[config.mk]
export PLATFORM = sky130hd
export DESIGN_NAME = enc16to4_seq
export DESIGN_NICKNAME = d
export VERILOG_FILES = /design/src/rtl/enc_pkg.sv /design/src/rtl/prio_enc16.sv /design/src/rtl/enc16to4_seq.sv
export SDC_FILE = /design/constraint.sdc
export NUM_CORES = 1
export LEC_CHECK = 0
export ABC_AREA = 1
export ABC_CLOCK_PERIOD_IN_PS = 2500
export CAP_MARGIN = 20
export CORE_ASPECT_RATIO = 0.7
export CORE_MARGIN = 2
export CORE_UTILIZATION = 53
export DETAILED_ROUTE_END_ITERATION = 6
export GPL_ROUTABILITY_DRIVEN = 1
export PLACE_DENSITY = 0.76
export SYNTH_ARGS = -nofsm -noshare
export SYNTH_HDL_FRONTEND = slang
export SYNTH_SLANG_ARGS = --single-unit
[constraint.sdc]
create_clock -name clk -period 2.5 [get_ports clk]
set_input_delay 0.75 -clock clk [delete_from_list [all_inputs] [get_ports clk]]
set_output_delay 0.75 -clock clk [all_outputs]
set_load 0.01 [all_outputs]
[src/rtl/enc_pkg.sv]
// Shared types, widths and helpers for the enc16to4_seq serialising encoder.
package enc_pkg;

  localparam int VEC_W  = 16;
  localparam int CODE_W = 4;

  localparam logic [VEC_W-1:0]  VEC_ZERO  = 16'h0000;
  localparam logic [VEC_W-1:0]  VEC_ONE   = 16'h0001;
  localparam logic [CODE_W-1:0] CODE_ZERO = 4'h0;

  typedef enum logic [0:0] {
    ST_IDLE = 1'b0,
    ST_EMIT = 1'b1
  } state_t;

  // Even-parity bit: set when the code holds an odd number of ones.
  function automatic logic even_parity(input logic [CODE_W-1:0] code);
    return ^code;
  endfunction

endpackage

[src/rtl/prio_enc16.sv]
// Combinational priority select over a 16-bit vector: index of the first set
// bit in the requested scan order, plus a flag telling whether it is the only one.
module prio_enc16
  import enc_pkg::*;
(
  input  logic [VEC_W-1:0]  vec,
  input  logic              lsb_first,
  output logic [CODE_W-1:0] code,
  output logic              last
);

  logic found_s;
  int   idx_s;

  // Scan in priority order and latch the first set bit found.
  always_comb begin
    code    = CODE_ZERO;
    found_s = 1'b0;
    idx_s   = 0;
    for (int i = 0; i < VEC_W; i++) begin
      if (lsb_first) begin
        idx_s = i;
      end else begin
        idx_s = VEC_W - 1 - i;
      end
      if (!found_s && vec[idx_s]) begin
        code    = CODE_W'(idx_s);
        found_s = 1'b1;
      end else begin
        found_s = found_s;
      end
    end
  end

  // Exactly one bit set: non-zero and clearing the lowest set bit leaves zero.
  always_comb begin
    last = (vec != VEC_ZERO) && ((vec & (vec - VEC_ONE)) == VEC_ZERO);
  end

endmodule

[src/rtl/enc16to4_seq.sv]
// Serialising 16-to-4 encoder: accepts a multi-hot vector and emits one index
// per set bit with valid/ready handshakes. Optional out_par under ENC_PARITY_EN.
module enc16to4_seq
  import enc_pkg::*;
#(
  parameter int LSB_FIRST = 1
) (
  input  logic              clk,
  input  logic              rst_n,
  input  logic              in_valid,
  output logic              in_ready,
  input  logic [VEC_W-1:0]  in_vec,
  output logic              out_valid,
  input  logic              out_ready,
  output logic [CODE_W-1:0] out_code,
  output logic              out_last,
  output logic              busy
`ifdef ENC_PARITY_EN
  ,
  output logic              out_par
`endif
);

  localparam logic LSB_FIRST_S = (LSB_FIRST != 0) ? 1'b1 : 1'b0;

  state_t              state_r;
  state_t              state_nxt_s;
  logic [VEC_W-1:0]    pending_r;
  logic [VEC_W-1:0]    pending_nxt_s;
  logic [CODE_W-1:0]   out_code_r;
  logic                out_last_r;
  logic                out_valid_r;
  logic                valid_nxt_s;
  logic [CODE_W-1:0]   code_nxt_s;
  logic                last_nxt_s;

  // Outputs are registered from the next pending vector, so the selected
  // index of the current pending vector is always out_code_r itself.
  prio_enc16 u_prio (
    .vec       (pending_nxt_s),
    .lsb_first (LSB_FIRST_S),
    .code      (code_nxt_s),
    .last      (last_nxt_s)
  );

  // Next-state and pending-vector update.
  always_comb begin
    state_nxt_s   = state_r;
    pending_nxt_s = pending_r;
    case (state_r)
      ST_IDLE: begin
        if (in_valid) begin
          pending_nxt_s = in_vec;
          if (in_vec != VEC_ZERO) begin
            state_nxt_s = ST_EMIT;
          end else begin
            state_nxt_s = ST_IDLE;
          end
        end else begin
          state_nxt_s = ST_IDLE;
        end
      end
      ST_EMIT: begin
        if (out_ready) begin
          pending_nxt_s = pending_r & ~(VEC_ONE << out_code_r);
          if (out_last_r) begin
            state_nxt_s = ST_IDLE;
          end else begin
            state_nxt_s = ST_EMIT;
          end
        end else begin
          state_nxt_s = ST_EMIT;
        end
      end
      default: begin
        state_nxt_s   = ST_IDLE;
        pending_nxt_s = VEC_ZERO;
      end
    endcase
    valid_nxt_s = (state_nxt_s == ST_EMIT);
  end

  // State, pending vector and output registers with synchronous reset.
  always_ff @(posedge clk) begin
    if (!rst_n) begin
      state_r     <= ST_IDLE;
      pending_r   <= VEC_ZERO;
      out_valid_r <= 1'b0;
      out_code_r  <= CODE_ZERO;
      out_last_r  <= 1'b0;
    end else begin
      state_r     <= state_nxt_s;
      pending_r   <= pending_nxt_s;
      out_valid_r <= valid_nxt_s;
      out_code_r  <= valid_nxt_s ? code_nxt_s : CODE_ZERO;
      out_last_r  <= valid_nxt_s ? last_nxt_s : 1'b0;
    end
  end

`ifdef ENC_PARITY_EN
  logic out_par_r;

  // Parity tracks the registered code and is forced low when idle.
  always_ff @(posedge clk) begin
    if (!rst_n) begin
      out_par_r <= 1'b0;
    end else begin
      out_par_r <= valid_nxt_s ? even_parity(code_nxt_s) : 1'b0;
    end
  end

  assign out_par = out_par_r;
`endif

  assign out_valid = out_valid_r;
  assign out_code  = out_code_r;
  assign out_last  = out_last_r;
  assign in_ready  = (state_r == ST_IDLE);
  assign busy      = (state_r == ST_EMIT);

endmodule

== After elaboration in Yosys (flattened, before gate mapping) ==
Cells that the tools add are included.

* Bits in writable memories: 0
* Memories: 0
* Logic and storage cells: 83
* Flip-flop bits (word level): 22
* Latch bits: 0
* Bits of input ports: 20
* Memory bits (read-only): 0
* Output and inout port bits: 8

* Mux-type cells: 38
* Div/mod/pow operators: 0
* Add/subtract/negate cells: 1
* Order comparisons: 0
* Reductions and logical operators: 35
* Bitwise gates (word level): 4
* $mul: 0
* Shifts and indexed selects: 1
* Eq/ne operators: 0

{| class="wikitable"
|+ Operators with widths
! cell !! number
|-
| $and A16 B16 Y16 || 2
|-
| $mux W16 || 2
|-
| $mux W4 || 8
|-
| $pmux W16 S2 || 1
|-
| $reduce_bool A16 Y1 || 2
|-
| $mux W1 || 20
|-
| $logic_and A1 B1 Y1 || 16
|-
| $logic_not A16 Y1 || 1
|-
| $not A16 Y16 || 1
|-
| $shl A1 B4 Y16 const A || 1
|-
| $sub A16 B1 Y16 const B || 1
|-
| $logic_not A1 Y1 || 15
|-
| $mux W3 || 4
|-
| $mux W2 || 2
|-
| $pmux W1 S2 || 1
|-
| $reduce_and A2 Y1 || 1
|-
| $not A1 Y1 || 1
|}

== Longest topological paths before layout ==
Gate-level depths: netlist of the first run.

* Word-level depth: 51
* Depth in mapped cells: 15
* Mapped depth without buffers: 14

== Hierarchy ==
From an unflattened synthesis of the first run, not the netlist that was laid out.

* Cell total of the unflattened synthesis: 327
* Area, all modules: 2130.8 um^2

{| class="wikitable"
|+ By module, submodules not included
! module !! instances !! cells each !! area each (um^2) !! sequential area each (um^2)
|-
| enc16to4_seq || 1 || 144 || 1178.6 || 440.4
|-
| prio_enc16 || 1 || 183 || 952.2 || 0.0
|}

== Worst setup path before layout of the first run ==
Ideal clock, no wire load.

* Path kind: input to register
* From: in out_ready
* To: reg out_last_r (netlist: out_last)
* Setup time: 64 ps
* Buffers on the path: 0
* Slack: 404 ps
* Stages on the path: 13
* Data arrival time: 2032 ps
* Required time: 2436 ps
* Path through: inv_1 -> nor2_1 -> nand2_1 -> nand2_1 -> nand2_1 -> nor2_1 -> nand2_2 -> nor2_4 -> nand2_2 -> nor2_4 -> o21ai_2 -> o21a_1 -> nor2_1

* Longest elaborated chain between the ends: 6
* Elaborated cells between the ends (all ways): 10
* Classes of those cells: 1 x add/sub; 4 x mux; 1 x bitwise; 4 x reduce/logical

{| class="wikitable"
|+ Ends and longest elaborated chain
! item !! RTL line !! RTL
|-
| start: declaration || enc16to4_seq.sv:14 || <nowiki>input logic out_ready,</nowiki>
|-
| $mux W16 || enc16to4_seq.sv:64 || <nowiki>if (out_ready) begin</nowiki>
|-
| $pmux W16 S2 || enc16to4_seq.sv:50 || <nowiki>case (state_r)</nowiki>
|-
| $sub A16 B1 Y16 || prio_enc16.sv:37 || <nowiki>last = (vec != VEC_ZERO) && ((vec & (vec - VEC_ONE)) == VEC_ZERO);</nowiki>
|-
| $and A16 B16 Y16 || prio_enc16.sv:37 ||
|-
| $logic_not A16 Y1 || prio_enc16.sv:37 ||
|-
| $logic_and A1 B1 Y1 || prio_enc16.sv:37 ||
|-
| end signal: assignment || enc16to4_seq.sv:96 || <nowiki>out_last_r <= valid_nxt_s ? last_nxt_s : 1'b0;</nowiki>
|-
| end: declaration || enc16to4_seq.sv:31 || <nowiki>logic out_last_r;</nowiki>
|}

Several ways; a longest one is shown, not always the timed one.
A chain may end at the register's enable or synchronous reset.

== Worst setup path after layout of the first run ==
* From: in in_vec[5]
* To: reg out_code_r[1] (netlist: out_code[1])

* Longest elaborated chain between the ends: 34
* Elaborated cells between the ends (all ways): 49
* Classes of those cells: 26 x mux; 23 x reduce/logical

{| class="wikitable"
|+ Ends and longest elaborated chain
! item !! RTL line !! RTL
|-
| start: declaration || enc16to4_seq.sv:12 || <nowiki>input logic [VEC_W-1:0] in_vec,</nowiki>
|-
| $mux W16 || enc16to4_seq.sv:52 || <nowiki>if (in_valid) begin</nowiki>
|-
| $pmux W16 S2 || enc16to4_seq.sv:50 ||
|-
| $logic_and A1 B1 Y1 || prio_enc16.sv:26 || <nowiki>if (!found_s && vec[idx_s]) begin</nowiki>
|-
| $mux W1 || prio_enc16.sv:26 ||
|-
| $logic_not A1 Y1 || prio_enc16.sv:26 ||
|-
| $logic_and A1 B1 Y1 || prio_enc16.sv:26 ||
|-
| $mux W1 || prio_enc16.sv:26 ||
|-
| $logic_not A1 Y1 || prio_enc16.sv:26 ||
|-
| [18 not listed] || n/a ||
|-
| $logic_and A1 B1 Y1 || prio_enc16.sv:26 ||
|-
| $mux W1 || prio_enc16.sv:26 ||
|-
| $logic_not A1 Y1 || prio_enc16.sv:26 ||
|-
| $logic_and A1 B1 Y1 || prio_enc16.sv:26 ||
|-
| $mux W1 || prio_enc16.sv:26 ||
|-
| $logic_not A1 Y1 || prio_enc16.sv:26 ||
|-
| $logic_and A1 B1 Y1 || prio_enc16.sv:26 ||
|-
| $mux W4 || prio_enc16.sv:26 ||
|-
| end signal: assignment || enc16to4_seq.sv:95 || <nowiki>out_code_r <= valid_nxt_s ? code_nxt_s : CODE_ZERO;</nowiki>
|-
| end: declaration || enc16to4_seq.sv:30 || <nowiki>logic [CODE_W-1:0] out_code_r;</nowiki>
|}

Several ways; a longest one is shown, not always the timed one.

==> results of run 1 <==
[worst paths after layout]
path                                   start            to  slack [ns]  cells past startpoint
worst max-delay path               in_vec[5]   out_code[1]        0.26                     13
worst min-delay path            pending_r[9]  pending_r[9]        0.58                      4
worst max register to register   out_code[1]      out_last        0.45                     12
worst min register to register  pending_r[9]  pending_r[9]        0.58                      4
[critical path, delay by kind of cell]
family / cells / cell delay, ns
AO/OA/AOI/OAI: 1 / 0.18
buffers and inverters: 4 / 0.75
AND/OR/NAND/NOR: 8 / 0.79
[sequential cells by signal, indices dropped and copies added (netlist names)]
signal and count:
out_code 4, pending_r 16, out_valid 1, out_last 1
[through the flow]
step / cells / power [W]
4_1_cts: 401 / 0.001175
6_report: 402 / 0.001203
3_5_place_dp: 397 / 0.0008325
3_3_place_gp: 397 / 0.0008237
2_1_floorplan: 298 / 0.0006259
5_1_grt: 402 / 0.001265
[power breakdown]
part           internal, W  switching, W
sequential        0.000375     0.0000238
combinational     0.000210      0.000250
clock             0.000214      0.000130
[final cells by class]
class / count / area [µm²]
clock inverters: 1 / 30.03
well taps: 38 / 47.55
inverters: 45 / 168.9
repair buffers: 69 / 603.1
clock buffers: 3 / 41.29
flip-flops and latches: 22 / 440.4
fillers: 267 / 680.7
multi-input cells: 224 / 1072
[cell usage in the layout, fill, tap and decap left out, types with 4 or more instances in the layout]
master           synthesis  final
nand2_1                 82     77
nor2_1                  63     60
buf_4                    2     41
inv_1                   41     40
nand3_1                 30     29
clkdlybuf4s50_1          0     25
dfxtp_1                 22     22
o21ai_0                 15     14
nand2_2                  4      9
nor2_4                   3      7
inv_2                    4      5
o21bai_1                 4      4
[metal layers]
metal / vias up / global-route usage (%) / routed length (µm)
met2: 84 / 47.38 / 2448
met1: 948 / 43.58 / 2602
met3: 6 / 8.284 / 433
met5: - / 0 / 0
met4: 0 / 6.918 / 55
li1: 1057 / - / -
[logic make-up (layout without fill, tap and decap cells)]
logic type	after synthesis	count (layout)	share of synthesized area [%]
AO/OA/AOI/OAI	35	35	13.50
buffers and inverters	52	118	12.75
AND/OR/NAND/NOR	189	189	47.50
flip-flops	22	22	26.25
[what timing repair did]
action | in CTS | in global routing
setup buffers | 0 | 1
endpoints found under the setup margin | 4 | 5
pin swaps | 1 | 7
gates resized for setup | 2 | 16
==> metrics.cfg, run 1 <==
[outcome]
status = completed

[sta]
layout_setup_ws_ns = 0.2582
finalCritPeriodShare_pct = 89.67
worst_slew_pin_slew_ns = 0.5253
slew_viol_final = 0
setup_tns_ns = 0
finalCriticalPeriod_ns = 2.242
maxSlewHeadroom_pct = 64.94
hold_ws_ns = 0.5790
max_freq_mhz = 446.1
hold_viol_final = 0
final.setup_skew_ns = 0.002180
grt_setup_unrepaired = false
setup_viol_count_final = 0

[die]
die_h_um = 51.08
initial_utilization_pct = 54.40
fp.dieW_um = 71.25
row_count = 17
ios = 28
dieArea_mm2 = 0.003639
core-area_mm2 = 0.003084

[synthesis]
synth_cells = 298
synth_area_leader_cell = dfxtp_1
synth_async_sr_flop_share_pct = 0
ys.warnings.count = 0
postSynthAreaPerCell_um2 = 5.630
synth_top_cells_by_area = dfxtp_1 (26%), nand2_1 (18%), nor2_1 (14%), inv_1 (9.2%), nand3_1 (8.9%)
synth_edf_count = 0
yosysSeqAreaShare_pct = 26.25
yosys_register_bits = 22
synth.most_common_cell = nand2_1
synth.net_count = 318
synth_common_cells = nand2_1 (82), nor2_1 (63), inv_1 (41)
syn_area_mm2 = 0.001678
synth.distinct_cells = 24
netlist.area_leader.share_pct = 26.25
synth-main-ff-cell = dfxtp_1

[worst_setup_path]
end_kind = flop
critical_path_class = in2reg
arrival_ns = 2.46
required_ns = 2.72
crit_slowest_cell = clkdlybuf4s50_1
path_cells = clkdlybuf4s50_1 -> o211ai_2 -> nand2_1 -> buf_4 -> nor2_1 -> nand2_1 -> inv_1 -> nand2_1 -> nor2_2 -> nor2_1 -> nand3_1 -> nand2_1 -> inv_1
cpMostUsedCell = nand2_1
critPathMaxStageDelay_ns = 0.46
startpoint_type = primary input
critPathMaxFanout = 3

[detailed_routing]
drt_wl_total_um = 5539
antenna_left = 0
drc_errors = 0
drt-pass1-iter-count = 5
wire_per_inst_um = 13.78
num_vias = 2095
drt_iter0_markers = 267
vias_per_cell = 5.211

[finish]
final_util_pct = 77.93
layout-drive-gt1-share_pct = 21.15
area_growth_pct = 43.25
final_nets = 385
final_area_mm2 = 0.002404
antenna_cells = 0

[placed_design]
place_congestion = 0.8851
placed_cell_area_mm2 = 0.002271
hpwl_um = 4204
io_buffers = 27
placement.setup.worst_slack_ns = -0.3176

[power_and_ir_drop]
p_leak_nw = 1.215
cellPowerDensity_mw_per_mm2 = 500.7
ir_drop_v = 0.0003643

[clocking]
holdBufCountCts = 0
clkTransAtPathRegs_ns = 0.09
clock_path_buffers = 2
clock-sinks = 22
h-tree-depth = 1
cts_tree = done
clkLatencyLatePin_ns = 0.27
cts_buffers = 3
root_buffer = clkbuf_8

[global_routing]
grt-ovfl-total = 0
grt_max_degree = 23
grt_pass1_vias = 1893
grt_use_total_pct = 30.95
grt_pass1_wl_um = 8680
antenna_found_initial = 0

[min_path]
hold_class = reg2reg

[run]
drv_cap = 0

Note: power is estimated with default switching activity, not from simulation.
==> inputs of run 2 (changes only) <==
CAP_MARGIN = default   (was 20)
==> results of run 2 <==
Final layout, timing and power as in run 1 (identical DEF).
